**config.mk**
```make
export PLATFORM = sky130hd
export DESIGN_NAME = dma_irq_ctrl
export DESIGN_NICKNAME = d
export VERILOG_FILES = /design/src/rtl/dma_irq_ctrl.sv
export SDC_FILE = /design/constraint.sdc
export NUM_CORES = 1
export LEC_CHECK = 0
export CAP_MARGIN = 20
export CELL_PAD_IN_SITES_DETAIL_PLACEMENT = 1
export CELL_PAD_IN_SITES_GLOBAL_PLACEMENT = 1
export CORE_AREA = 2 2 76 93
export DETAILED_ROUTE_END_ITERATION = 12
export DIE_AREA = 0 0 78 95
export PLACE_DENSITY = 0.81
export REMOVE_ABC_BUFFERS = 1
export SYNTH_ARGS = -nofsm -noshare
export SYNTH_HDL_FRONTEND = slang
export SYNTH_SLANG_ARGS = --single-unit
```
**constraint.sdc**
```tcl
create_clock -name clk -period 5 [get_ports clk]
set_input_delay 1 -clock clk [delete_from_list [all_inputs] [get_ports clk]]
set_output_delay 1 -clock clk [all_outputs]
set_load 0.02 [all_outputs]
```
**src/rtl/dma_irq_ctrl.sv**
```systemverilog
// dma_irq_ctrl: interrupt/coalescing stage behind the DMA wrapper status outputs.
// Descriptor completions are coalesced by a count threshold and an idle timeout.
// Whole-transfer done and error pulses are latched directly.
// All pending bits are write-1-to-clear and merged into one registered level interrupt.
module dma_irq_ctrl #(
    parameter int CNT_W = 8,
    parameter int TMO_W = 16
) (
    input  logic             clk,
    input  logic             rst,
    input  logic             desc_done_i,
    input  logic             dma_done_i,
    input  logic             dma_err_i,
    input  logic [2:0]       irq_en_i,
    input  logic [CNT_W-1:0] coal_thr_i,
    input  logic [TMO_W-1:0] coal_tmo_i,
    input  logic [3:0]       clr_i,
    output logic [3:0]       status_o,
    output logic [CNT_W-1:0] batch_o,
    output logic [CNT_W-1:0] coal_cnt_o,
    output logic             irq_o
);

    // Bit positions inside status_o / clr_i.
    localparam int ST_COAL = 0;
    localparam int ST_DONE = 1;
    localparam int ST_ERR  = 2;
    localparam int ST_OVF  = 3;

    // IDLE holds exactly when no completions are pending (cnt == 0).
    typedef enum logic {
        IDLE  = 1'b0,
        ACCUM = 1'b1
    } state_t;

    state_t           state, state_next;
    logic [CNT_W-1:0] cnt, cnt_next;
    logic [CNT_W-1:0] cnt_inc;
    logic [CNT_W-1:0] thr_eff;
    logic [CNT_W-1:0] batch_next;
    logic [TMO_W-1:0] tmr, tmr_next;
    logic             sat;
    logic             thr_hit;
    logic             tmo_hit;
    logic             flush;
    logic             fire;
    logic             ovf_set;
    logic [3:0]       status_set;
    logic [3:0]       status_next;
    logic             irq_next;

    // Coalescing decisions, FSM next state, and next status/irq values.
    always_comb begin
        // NOTE: every signal assigned in this block gets a default first, so no path can infer a latch.
        state_next  = state;
        cnt_next    = cnt;
        tmr_next    = tmr;
        batch_next  = batch_o;

        // A threshold of zero behaves like one: every completion fires.
        thr_eff = (coal_thr_i == '0) ? CNT_W'(1) : coal_thr_i;

        // Count including a same-cycle completion; a completion arriving
        // while the counter is saturated is dropped (and flagged as overflow).
        sat     = &cnt;
        cnt_inc = (desc_done_i && !sat) ? cnt + CNT_W'(1) : cnt;

        // Threshold is only evaluated on a completion, so lowering the
        // threshold below the current count never fires spontaneously.
        thr_hit = desc_done_i && (cnt_inc >= thr_eff);

        // Timeout only while accumulating, and only if the threshold did
        // not already fire this cycle. >= also covers a timeout lowered
        // below a timer that has already stopped.
        tmo_hit = (state == ACCUM) && (coal_tmo_i != '0) &&
                  (tmr >= coal_tmo_i) && !thr_hit;

        // End of transfer flushes whatever is pending, including a
        // completion arriving in the same cycle.
        flush = dma_done_i && (cnt_inc != '0);

        fire = thr_hit || tmo_hit || flush;

        if (fire) begin
            batch_next = cnt_inc;
            cnt_next   = '0;
            tmr_next   = '0;
            state_next = IDLE;
        end else begin
            unique case (state)
                IDLE: begin
                    if (desc_done_i) begin
                        cnt_next   = CNT_W'(1);
                        // Timer is held at zero while the timeout is disabled.
                        tmr_next   = (coal_tmo_i == '0) ? '0 : TMO_W'(1);
                        state_next = ACCUM;
                    end
                end
                ACCUM: begin
                    cnt_next = cnt_inc;
                    // Timer never wraps: it stops at the timeout value.
                    if (coal_tmo_i == '0) begin
                        tmr_next = '0;
                    end else if (tmr < coal_tmo_i) begin
                        tmr_next = tmr + TMO_W'(1);
                    end
                end
                default: begin
                    state_next = IDLE;
                end
            endcase
        end

        // Overflow: a fire lands on a still-pending coal bit, or a completion
        // is dropped because the counter is saturated.
        ovf_set = (fire && status_o[ST_COAL] && !clr_i[ST_COAL]) ||
                  (desc_done_i && sat);

        status_set              = '0;
        status_set[ST_COAL]     = fire;
        status_set[ST_DONE]     = dma_done_i;
        status_set[ST_ERR]      = dma_err_i;
        status_set[ST_OVF]      = ovf_set;

        // A set in the same cycle as its clear wins.
        status_next = (status_o & ~clr_i) | status_set;

        // Overflow is informational only and never raises the interrupt.
        irq_next = |(status_next[2:0] & irq_en_i);
    end

    // State, counters and all registered outputs with synchronous reset.
    always_ff @(posedge clk) begin
        // NOTE: sequential state uses non-blocking assignments so every register samples pre-edge values.
        if (rst) begin
            state    <= IDLE;
            cnt      <= '0;
            tmr      <= '0;
            status_o <= '0;
            batch_o  <= '0;
            irq_o    <= 1'b0;
        end else begin
            state    <= state_next;
            cnt      <= cnt_next;
            tmr      <= tmr_next;
            status_o <= status_next;
            batch_o  <= batch_next;
            irq_o    <= irq_next;
        end
    end

    assign coal_cnt_o = cnt;

endmodule

```
== After elaboration in Yosys (flattened, before gate mapping) ==
Index checks and enable logic that the tools add are counted.

* Mux-type cells: 11
* Equal/unequal tests: 2
* Reductions and logical operators: 23
* Order comparisons: 3
* Add/subtract/negate cells: 2
* Bitwise operators: 5

{| class="wikitable"
|+ Operators with widths
! operator !! count
|-
| $mux W16 || 3
|-
| $pmux W16 S2 || 1
|-
| $mux W8 || 3
|-
| $add A16 B1 Y16 const B || 1
|-
| $ge A16 B16 Y1 || 1
|-
| $logic_not A16 Y1 || 1
|-
| $lt A16 B16 Y1 || 1
|-
| $pmux W8 S2 || 1
|-
| $reduce_bool A16 Y1 || 1
|-
| $logic_and A1 B1 Y1 || 9
|-
| $add A8 B1 Y8 const B || 1
|-
| $ge A8 B8 Y1 || 1
|-
| $logic_not A8 Y1 || 1
|-
| $reduce_and A8 Y1 || 1
|-
| $reduce_bool A8 Y1 || 1
|-
| $and A4 B4 Y4 || 1
|-
| $not A4 Y4 || 1
|-
| $or A4 B4 Y4 || 1
|-
| $and A3 B3 Y3 || 1
|-
| $logic_not A1 Y1 || 3
|-
| $logic_or A1 B1 Y1 || 3
|-
| $mux W1 || 3
|-
| $ne A3 B1 Y1 const B || 1
|-
| $reduce_or A3 Y1 || 1
|-
| 4 further kinds || 4
|}

* Output and inout bits: 21
* Input port bits: 36
* Register bits after elaboration: 38

== Logic depth before layout (Yosys ltp) ==
* Depth in word-level cells: 16
* Mapped depth: 13

== Least setup slack after synthesis ==
No wires, ideal clock.

* Kind: in2reg
* From: input port desc_done_i
* To: register tmr[11]
* Arrival time: 3286 ps
* Stages: 12
* Setup time: 64 ps
* Required time: 4936 ps
* Buffers on the path: 1
* Slack: 1650 ps
* Cell sequence: and3_1 and2_1 nor2_1 a21oi_1 ha_1 a41o_1 a221oi_1 o21ai_0 a2111o_1 nand3b_4 buf_6 nor2_1

* Longest elaborated chain between the ends: 9
* Elaborated cells between the ends (all ways): 13

{| class="wikitable"
|+ Ends and longest elaborated chain
! element !! line !! source
|-
| from (decl) || 11 || <nowiki>input logic desc_done_i,</nowiki>
|-
| $logic_and A1 B1 Y1 (*) || 66 || <nowiki>cnt_inc = (desc_done_i && !sat) ? cnt + CNT_W'(1) : cnt;</nowiki>
|-
| $mux W8 (*) || 66 ||
|-
| named net cnt_inc[5] || 38 || <nowiki>logic [CNT_W-1:0] cnt_inc;</nowiki>
|-
| $ge A8 B8 Y1 || 70 || <nowiki>thr_hit = desc_done_i && (cnt_inc >= thr_eff);</nowiki>
|-
| $logic_and A1 B1 Y1 || 70 ||
|-
| $logic_not A1 Y1 || 76 || <nowiki>(tmr >= coal_tmo_i) && !thr_hit;</nowiki>
|-
| $logic_and A1 B1 Y1 || 76 ||
|-
| $logic_or A1 B1 Y1 || 82 || <nowiki>fire = thr_hit || tmo_hit || flush;</nowiki>
|-
| $logic_or A1 B1 Y1 (*) || 82 ||
|-
| $reduce_or A2 Y1 (no line) (*) || n/a ||
|-
| to (signal assigned) || 145 || <nowiki>tmr <= tmr_next;</nowiki>
|-
| to (decl) || 41 || <nowiki>logic [TMO_W-1:0] tmr, tmr_next;</nowiki>
|}

Mark *: on every way through the listed nets, which the timed path passes. The rest lies on a longest branch.
A chain may end at the register's enable or synchronous reset.

== Worst setup path in the final report ==
* From: input port desc_done_i
* To: register tmr[7]

The elaborated chain is that of the path after synthesis.

==> metrics.yaml <==
power.leakage_nw: 1.39
clock_latency_ns: 0.30
synth_cells: 310
netlist_top_cells_count: "42 x nor2_1, 38 x dfxtp_1, 27 x inv_1, 25 x ha_1, 21 x a21oi_1"
cts_root_buf: "clkbuf_8"
drc: 0
worst_slack_ns: 0.736
wl_per_cell_um: 16.7
worstPathRequired_ns: 5.24
yosys-top-cells-area: "dfxtp_1 30%, ha_1 12%, nor2_1 6.2%"
hp-class: "register to register"
synthDistinctLibCells: 46
die_w_um: 78
synth-seq-area-share_pct: 30.0
crit_fanout: 14
worstPathArrival_ns: 4.50
holdWs_ns: 0.501
grt_max_degree: 16
rsz0062_at_grt: "false"
status: "completed"
critical_path.top_delay_family: "compound AO/OA/AOI/OAI gates"
antenna_left: 0
io_pins: 57
r2r_slack_ns: 1.16
hp-start: "batch_o[1]$_SDFFE_PP0P_"
worst_slew_pin_slew_ns: 0.649
gp_congestion: 0.847
cts.sinks: 38
dpl.hpwl_mm: 6.07
crit_path_end_kind: "register"
path_clk_slew_ns: 0.08
max_cap_violations: 0
syn_area_um2: 2530
cts_tree: "built"
ys_seq_elements: 38
fin_nets: 424
ys_warn_count: 0
post-route-period-util_pct: 85.3
die_area_um2: 7410
max_slew_margin_pct: 56.6
num_antenna_cells: 0
ir_drop_mv: 0.123
drive_gt1_share_pct: 3.85
critPathLaunchType: "input port"
via_per_inst: 5.56
portBuffers: 56
crit_slowest_cell: "a2111o_1"
start_util_pct: 38.4
cp_num_buf_inv: 1
grt_pass1_vias: 2712
die_h_um: 95
asyncSetResetFlopFracSynth_pct: 0
reg2reg_from: "coal_cnt_o[0]$_SDFFE_PP0P_"
worstPathCellList: "clkdlybuf4s50_1 -> and2_1 -> a31oi_1 -> ha_1 -> a41o_1 -> a221oi_1 -> o21ai_0 -> a2111o_1 -> nand3b_4 -> nor2_1"
synth_top_area_share_pct: 30.0
setup_tns_ns: 0
grt_pass1_wl_mm: 12.7
crit_start: "desc_done_i"
routed_wl_mm: 7.51
post_cts_resized: 0
finalCriticalPeriod_ns: 4.26
crit_type: "input port to register"
cts_setup_buffers: 0
place_ws_ns: 0.431
drtIter0Drc: 99
max_freq_mhz: 235
nFillCells: 806
first_pass_iters: 4
synth-edff-count: 0
p_per_area_nw_per_um2: 205
antenna_found_initial: 0
cts_buffer_depth: 2
numCtsBuffers: 5
finalClockSkew_ns: 0.00603
final_hold_viol_count: 0
synth_most_common_cell: "nor2_1"
syn2layout_area_growth_pct: 28.2
multiInputGateArea_um2: 1610
vias: 2506
cts_hold_buf: 0
cpPeakStageDelay_ns: 0.64
design.core.area_um2: 6610
syn_avg_cell_area_um2: 8.17
cts.htree.levels: 2
grt_overflow: 0
yosysTopAreaCell: "dfxtp_1"
fp-row-count: 33
setup_viol: 0
slew_viol_final: 0
final-seq-area_um2: 761
synth_ff_type: "dfxtp_1"
grt_use_total_pct: 21.8
-- power by group --
group	internal, mW	switching, mW	leakage [nW]
clock	0.111	0.118	0.0472
sequential	0.309	0.00913	0.308
combinational	0.0595	0.0601	1.03
total	0.480	0.188	1.39
-- routing by layer --
metal	track usage (%)	vias to the layer above	part of all wire [%]
li1	-	1225	-
met1	22.5	1189	38
met2	43.2	80	55
met3	4.30	12	5.2
met4	7.60	0	1.5
met5	0	-	0
-- area by class of cell --
cell class                      count  share of cell area, %
Clock inverter                      2                  0.385
Sequential cell                    38                   23.4
Inverter                           27                   3.12
Clock buffer                        6                   2.54
Tap cell                           87                   3.35
Timing Repair Buffer               58                   17.7
Multi-Input combinational cell    233                   49.5
-- registers in the layout, indices dropped and copies added (netlist names) --
signal	flops
batch_o	8
coal_cnt_o	8
irq_o	1
state	1
status_o	4
tmr	16
-- worst register-to-register path: cells and delay by family, from the launching register on --
kind                       cells  cell delay, ns
adders and majority gates      3            0.88
xor gates and xnor gates       1            0.33
and+or+nand+nor                4            0.83
AOI/OAI and AO/OA              4            1.25
DFF                            1            0.49
-- kinds of logic after synthesis --
group / Yosys count / synth area share [%]
simple gates: 114 / 23.4
compound gates: 68 / 18.1
buf+inv: 39 / 6.57
flops: 38 / 30.0
fa+ha+maj: 26 / 12.7
xor+xnor: 14 / 4.84
mux: 11 / 4.40
-- worst paths after layout --
kind                                  end  cells past startpoint
hold reg to reg   batch_o[1]$_SDFFE_PP0P_                      2
setup / recovery      tmr[7]$_SDFFE_PP0P_                     10
setup reg to reg      tmr[7]$_SDFFE_PP0P_                     12
hold / removal    batch_o[1]$_SDFFE_PP0P_                      2
-- per-stage QoR --
step                      cell area, µm²  std cells  utilization (%)  total power [mW]
final                               3250        451             49.2             0.667
after global routing                3250        451             49.2             0.693
after CTS                           3250        451             49.2             0.675
after detailed placement            3150        443             47.7             0.447
after global placement              3150        443             47.7             0.442
after floorplan                     2470        298                -             0.382
-- cell usage in the layout, fill, tap and decap left out, types with 2 or more instances in the layout --
cell / n
a211oi_1: 4
mux2i_1: 10
nand3_1: 3
a211o_1: 2
a41o_1: 2
nand2b_1: 2
ha_1: 25
xnor2_1: 2
and2_1: 4
a22oi_1: 6
xor2_1: 12
nor2b_1: 4
nor2_1: 42
a31oi_1: 7
clkbuf_8: 6
inv_1: 27
a21o_1: 5
and3_1: 9
nor4_1: 7
dfxtp_1: 38
a21oi_1: 21
nor3_1: 6
clkdlybuf4s50_1: 56
nand2_1: 15
and4_1: 4
nand4_1: 14
a21boi_0: 3
o21ai_0: 7
o41a_1: 2
buf_4: 2
No activity file was read; power rests on OpenSTA's default activity.
